## src/rtl/ex_operand_stage.sv

```systemverilog
// ============================================================================
// Module      : ex_operand_stage
// Description : ID/EX pipeline register with EX/MEM and MEM/WB operand
//               forwarding and load-use hazard detection.
// Revision    : 1.0 - initial release
// ============================================================================
`default_nettype none

module ex_operand_stage #(
  parameter int DATA_W     = 8,
  parameter int REG_ADDR_W = 3
) (
  input  logic                  clk,
  input  logic                  reset,
  input  logic                  stall,
  input  logic                  flush,
  input  logic                  id_valid,
  input  logic [REG_ADDR_W-1:0] id_rs1,
  input  logic [REG_ADDR_W-1:0] id_rs2,
  input  logic [REG_ADDR_W-1:0] id_rd,
  input  logic [DATA_W-1:0]     id_rs1_data,
  input  logic [DATA_W-1:0]     id_rs2_data,
  input  logic [DATA_W-1:0]     id_imm,
  input  logic                  id_alu_src,
  input  logic                  id_uses_rs2,
  input  logic [3:0]            id_alu_control,
  input  logic                  id_reg_write,
  input  logic                  id_mem_read,
  input  logic                  id_mem_write,
  input  logic                  exmem_reg_write,
  input  logic [REG_ADDR_W-1:0] exmem_rd,
  input  logic [DATA_W-1:0]     exmem_result,
  input  logic                  memwb_reg_write,
  input  logic [REG_ADDR_W-1:0] memwb_rd,
  input  logic [DATA_W-1:0]     memwb_result,
  output logic [DATA_W-1:0]     data1,
  output logic [DATA_W-1:0]     data2,
  output logic [3:0]            ALU_control,
  output logic [DATA_W-1:0]     ex_store_data,
  output logic [REG_ADDR_W-1:0] ex_rd,
  output logic                  ex_valid,
  output logic                  ex_reg_write,
  output logic                  ex_mem_read,
  output logic                  ex_mem_write,
  output logic                  load_use_hazard
);

  localparam logic [REG_ADDR_W-1:0] c_x0 = '0;

  logic                  r_valid;
  logic [REG_ADDR_W-1:0] r_rs1;
  logic [REG_ADDR_W-1:0] r_rs2;
  logic [REG_ADDR_W-1:0] r_rd;
  logic [DATA_W-1:0]     r_rs1_data;
  logic [DATA_W-1:0]     r_rs2_data;
  logic [DATA_W-1:0]     r_imm;
  logic                  r_alu_src;
  logic [3:0]            r_alu_control;
  logic                  r_reg_write;
  logic                  r_mem_read;
  logic                  r_mem_write;

  logic [DATA_W-1:0]     w_fwd_rs1;
  logic [DATA_W-1:0]     w_fwd_rs2;

  // A flush still captures the data fields; only the side-effecting controls
  // and the opcode are forced to the bubble value.
  always_ff @(posedge clk or posedge reset) begin
    if (reset) begin
      r_valid       <= 1'b0;
      r_rs1         <= '0;
      r_rs2         <= '0;
      r_rd          <= '0;
      r_rs1_data    <= '0;
      r_rs2_data    <= '0;
      r_imm         <= '0;
      r_alu_src     <= 1'b0;
      r_alu_control <= 4'b0000;
      r_reg_write   <= 1'b0;
      r_mem_read    <= 1'b0;
      r_mem_write   <= 1'b0;
    end else if (flush || !stall) begin
      r_rs1      <= id_rs1;
      r_rs2      <= id_rs2;
      r_rd       <= id_rd;
      r_rs1_data <= id_rs1_data;
      r_rs2_data <= id_rs2_data;
      r_imm      <= id_imm;
      r_alu_src  <= id_alu_src;
      if (flush) begin
        r_valid       <= 1'b0;
        r_alu_control <= 4'b0000;
        r_reg_write   <= 1'b0;
        r_mem_read    <= 1'b0;
        r_mem_write   <= 1'b0;
      end else begin
        r_valid       <= id_valid;
        r_alu_control <= id_alu_control;
        r_reg_write   <= id_reg_write;
        r_mem_read    <= id_mem_read;
        r_mem_write   <= id_mem_write;
      end
    end
  end

  // EX/MEM is checked first: it holds the younger write of the two.
  function automatic logic [DATA_W-1:0] fwd_sel(
    input logic [REG_ADDR_W-1:0] rs,
    input logic [DATA_W-1:0]     rf_data,
    input logic                  em_we,
    input logic [REG_ADDR_W-1:0] em_rd,
    input logic [DATA_W-1:0]     em_res,
    input logic                  mw_we,
    input logic [REG_ADDR_W-1:0] mw_rd,
    input logic [DATA_W-1:0]     mw_res
  );
    if (em_we && (em_rd != c_x0) && (em_rd == rs))
      return em_res;
    else if (mw_we && (mw_rd != c_x0) && (mw_rd == rs))
      return mw_res;
    else
      return rf_data;
  endfunction

  always_comb begin
    w_fwd_rs1 = fwd_sel(r_rs1, r_rs1_data, exmem_reg_write, exmem_rd, exmem_result,
                        memwb_reg_write, memwb_rd, memwb_result);
    w_fwd_rs2 = fwd_sel(r_rs2, r_rs2_data, exmem_reg_write, exmem_rd, exmem_result,
                        memwb_reg_write, memwb_rd, memwb_result);
  end

  assign data1         = w_fwd_rs1;
  assign data2         = r_alu_src ? r_imm : w_fwd_rs2;
  assign ex_store_data = w_fwd_rs2;
  assign ALU_control   = r_alu_control;
  assign ex_rd         = r_rd;
  assign ex_valid      = r_valid;
  assign ex_reg_write  = r_reg_write;
  assign ex_mem_read   = r_mem_read;
  assign ex_mem_write  = r_mem_write;

  assign load_use_hazard = r_valid && r_mem_read && (r_rd != c_x0) && id_valid &&
                           ((r_rd == id_rs1) || (id_uses_rs2 && (r_rd == id_rs2)));

endmodule

`default_nettype wire

```

## config.mk

```make
export PLATFORM = sky130hd
export DESIGN_NAME = ex_operand_stage
export DESIGN_NICKNAME = d
export VERILOG_FILES = /design/src/rtl/ex_operand_stage.sv
export SDC_FILE = /design/constraint.sdc
export NUM_CORES = 1
export LEC_CHECK = 0
export CORE_ASPECT_RATIO = 0.6
export CORE_UTILIZATION = 46
export CTS_BUF_LIST = sky130_fd_sc_hd__clkbuf_8
export CTS_CLUSTER_SIZE = 12
export DETAILED_ROUTE_END_ITERATION = 7
export GPL_ROUTABILITY_DRIVEN = 0
export PLACE_DENSITY = 0.87
export SYNTH_ARGS = -nofsm -noshare
export SYNTH_HDL_FRONTEND = slang
export SYNTH_SLANG_ARGS = --single-unit
export TNS_END_PERCENT = 100
```

## constraint.sdc

```tcl
create_clock -name clk -period 4.36 [get_ports clk]
set_input_delay 0.436 -clock clk [delete_from_list [all_inputs] [get_ports clk]]
set_output_delay 0.436 -clock clk [all_outputs]
set_load 0.02 [all_outputs]
```

==> impl_results.md <==
* Maximum number of pins on one net before global-route repair at 43
* Number of filler instances in the final layout at 346
* Placement Rows at 19
* Kind of path behind the tightest hold check: flop to flop
* Worst Path Max Fanout at 25
* Min-delay src: r_rs2_data[5]
* Port buffer count at 106
* Horizontal extent of the die at between 90 and 100 um
* Sum of net half-perimeters after detailed placement at 5010 um
* Worst Skew at 0 ps
* CTS root buffer: clkbuf_8
* Leakage power total at 1.50 nW
* DRT iter0 DRCs at 140
* List of cells traversed by the critical path: clkdlybuf4s50_1, or3b_1, a211oi_2, o211ai_2, buf_4, nor2b_1, a221oi_2, clkdlybuf4s50_1
* Max-slew violations at 0
* Effective utilization at floorplan at between 50% and 60%
* Register-to-Register Setup Slack at 3240 ps
* Worst Hold Endpoint: r_rs2_data[5]
* Crit Reg-Reg Startpoint: r_alu_src
* Hold Path Stages at 1
* Hold Buf Count CTS at 0
* Drt pass-1 iters at 5
* Worst setup SP type: input port
* Num CTS Buffers at 5
* Total DRC errors in the routed layout at 0
* Critical Path Max Stage Delay at 650 ps
* Maximum clock frequency at between 200 and 300 MHz
* Maximum Capacitance Violations at 0
* Setup repair after global routing missed its margin: false
* Count of clock tree sinks at 42
* Register bit count reported by yosys at 42
* Share of layout cells above drive strength 1 at 14.5%
* Final setup violation count at 0
* Sequential area share after synthesis at 44.2%
* Routed vias at 2085
* Core region area at between 4000 and 5000 um^2
* Detail-routed net length per standard cell at 16.2 um
* Number of diodes added for antenna fixing at 0
* Cells after Synth at about 230
* Total negative slack for setup checks at 0 ps
* Slowest CP cell: clkdlybuf4s50_1
* Status: finished clean
* IR drop worst, VDD at 0.000200 V
* Number of global-route vias before repair at 2028
* Post-CTS clock slew at the launch and capture registers of the worst setup and hold paths at 80 ps
* Cell seen most often among critical-path stages: clkdlybuf4s50_1
* Number of placed I/O pins at 107
* Average cell area after synthesis at 10.5 um^2
* Initial antenna violation count at 0
* Total power per unit cell area at 292 nW/um^2
* Minimum hold slack at 510 ps
* Vias per cell at 5.31
* Nets at 400
* Area Growth Syn to Fin at 50.6%
* Kind of end point of the critical path: output port
* GRT Resource Usage Total at approximately a quarter
* Floorplan die area at 5470 um^2
* Reg-to-reg critical path endpoint: r_alu_src
* Count of different cell masters after synthesis at 29
* CTS H-tree depth at 2
* Shortest clock period the worst path allows after layout at between 3000 and 4000 ps
* Tcrit/Tclk final at 83.5%
* Count of final hold-check violations at 0
* Post-CTS Repair Setup Buffers at 0
* Total wirelength of the detailed-routed design at around 6400 um
* Req. time, crit path at 3920 ps
* Pin slew with the least headroom to its limit at around 1200 ps
* Number of cells in the finished layout apart from fillers at 393
* Detail Route Antenna Nets at 0
* Clock tree from TritonCTS: built
* Worst Path Arrival at between 3000 and 4000 ps
* Number of cell instances on the worst register-to-register path at 1
* First-pass GRT wire length at 10300 um
* Yosys warning count at 0
* CP Class: input port to output port
* Rel. slew slack at between 20% and 30%
* Remaining Overflow, GRT at 0
* Cell Area, Synth at about 2400 um^2
* Max Buffers Root-to-Sink at 2
* Final standard cell utilization of the core at 75.3%
* Mapped Nets at between 200 and 300
* Chip Height at 57.7 um
* Cell Count Post-Placement at 385
* Insertion delay to the later sink of the worst-skew pair at approximately 280 ps
* Cts repair resizes at 0
[synthesized netlist by cell type, drive strengths merged]
cell type | number | area (um^2)
nor3 | 11 | 55.1
nand3 | 2 | 10.0
a21oi | 17 | 88.8
nand2b | 1 | 6.26
nor2 | 26 | 97.6
xor2 | 4 | 35.0
inv | 9 | 33.8
o21ai | 9 | 45.0
a41oi | 1 | 8.76
nand2 | 11 | 41.3
a311oi | 1 | 8.76
nand4 | 1 | 6.26
a221oi | 8 | 120
o211ai | 2 | 20.0
dfrtp | 42 | 1050
nor2b | 1 | 6.26
or3b | 2 | 17.5
and3 | 2 | 12.5
xnor2 | 11 | 96.3
mux2i | 24 | 240
mux2 | 26 | 293
buf | 7 | 41.3
clkbuf | 6 | 22.5
a211oi | 2 | 20.0
[power by group]
part	switching (mW)	leakage, nW	internal, mW
clock network	0.129	0.0524	0.125
logic	0.156	0.943	0.187
registers	0.0280	0.505	0.420
[layout make-up]
type	instances	area (um^2)	area share (%)
multi-input combinational	162	1230	34.3
timing repair buffer	109	1100	30.6
sequential	42	1050	29.4
clock buffer	6	82.6	2.31
tap	63	78.8	2.20
inverter	9	33.8	0.944
clock inverter	2	8.76	0.245
[routing by layer]
layer	vias to the layer above	routed length, um	global-route usage [%]
met5	-	0	0
met4	0	53	6.06
met3	4	433	6.69
met2	72	2870	38.5
met1	1002	3020	36.3
li1	1007	-	-
[state kept, by name, indices dropped and copies added, names as in the netlist, 3 cells and up]
signal,flops
r_imm,8
r_rs1_data,8
r_rs2_data,8
ALU_control,4
ex_rd,3
r_rs1,3
r_rs2,3
[how the worst max path moves through the flow]
stage	slack (ps)	startpoint	depth (start not counted)	endpoint
after floorplan	2060	exmem_rd[2]	6	data2[7]
after global placement	790	exmem_rd[2]	8	data2[1]
after detailed placement	730	exmem_rd[2]	8	data2[1]
after CTS	730	exmem_rd[2]	8	data2[1]
after global routing	570	exmem_rd[2]	8	data2[1]
final	720	exmem_rd[2]	8	data2[1]
[logic make-up (layout without fill, tap and decap cells)]
kind of cell              Yosys count  after routing  share of synthesized area [%]
AOI/OAI and AO/OA                  40             40                           13.1
xor gates and xnor gates           15             15                           5.53
buffers and inverters              22            126                           4.11
DFF                                42             42                           44.2
muxes                              50             50                           22.4
and+or+nand+nor                    57             57                           10.6
[cells in the final DEF, fill, tap and decap left out]
| cell | Yosys | layout |
|---|---|---|
| clkdlybuf4s50_1 | 0 | 106 |
| dfrtp_1 | 42 | 42 |
| nor2_1 | 26 | 26 |
| mux2_2 | 26 | 26 |
| mux2i_1 | 24 | 24 |
| a21oi_1 | 16 | 16 |
| nand2_1 | 11 | 11 |
| xnor2_1 | 11 | 11 |
| nor3_1 | 11 | 11 |
| inv_1 | 9 | 9 |
| o21ai_0 | 9 | 9 |
| a221oi_2 | 8 | 8 |
| clkbuf_8 | 0 | 6 |
| xor2_1 | 4 | 4 |
| and3_1 | 2 | 2 |
| nand3_1 | 2 | 2 |
| buf_4 | 0 | 2 |
| nand2b_1 | 1 | 1 |
| or3b_2 | 1 | 1 |
| a211oi_1 | 1 | 1 |
| o211ai_1 | 1 | 1 |
| a311oi_1 | 1 | 1 |
| nand4_1 | 1 | 1 |
| or3b_1 | 1 | 1 |
| a211oi_2 | 1 | 1 |
| o211ai_2 | 1 | 1 |
| a21oi_2 | 1 | 1 |
| nor2b_1 | 1 | 1 |
| a41oi_1 | 1 | 1 |
| clkinv_1 | 0 | 1 |
| clkinv_2 | 0 | 1 |
| buf_12 | 0 | 1 |
[critical path: cells and delay by family]
| kind | cells | cell delay, ps |
|---|---|---|
| AND/OR/NAND/NOR | 2 | 730 |
| AO/OA/AOI/OAI | 3 | 670 |
| buffers and inverters | 3 | 1370 |
[per-stage QoR]
step	power [mW]	area (um^2)	setup slack, ps
after CTS	1.05	3580	726
after floorplan	0.624	2380	2060
after global routing	1.10	3580	573
final	1.05	3580	718
after global placement	0.791	3490	787
after detailed placement	0.798	3490	729
Power figures use the tool's default switching activity.
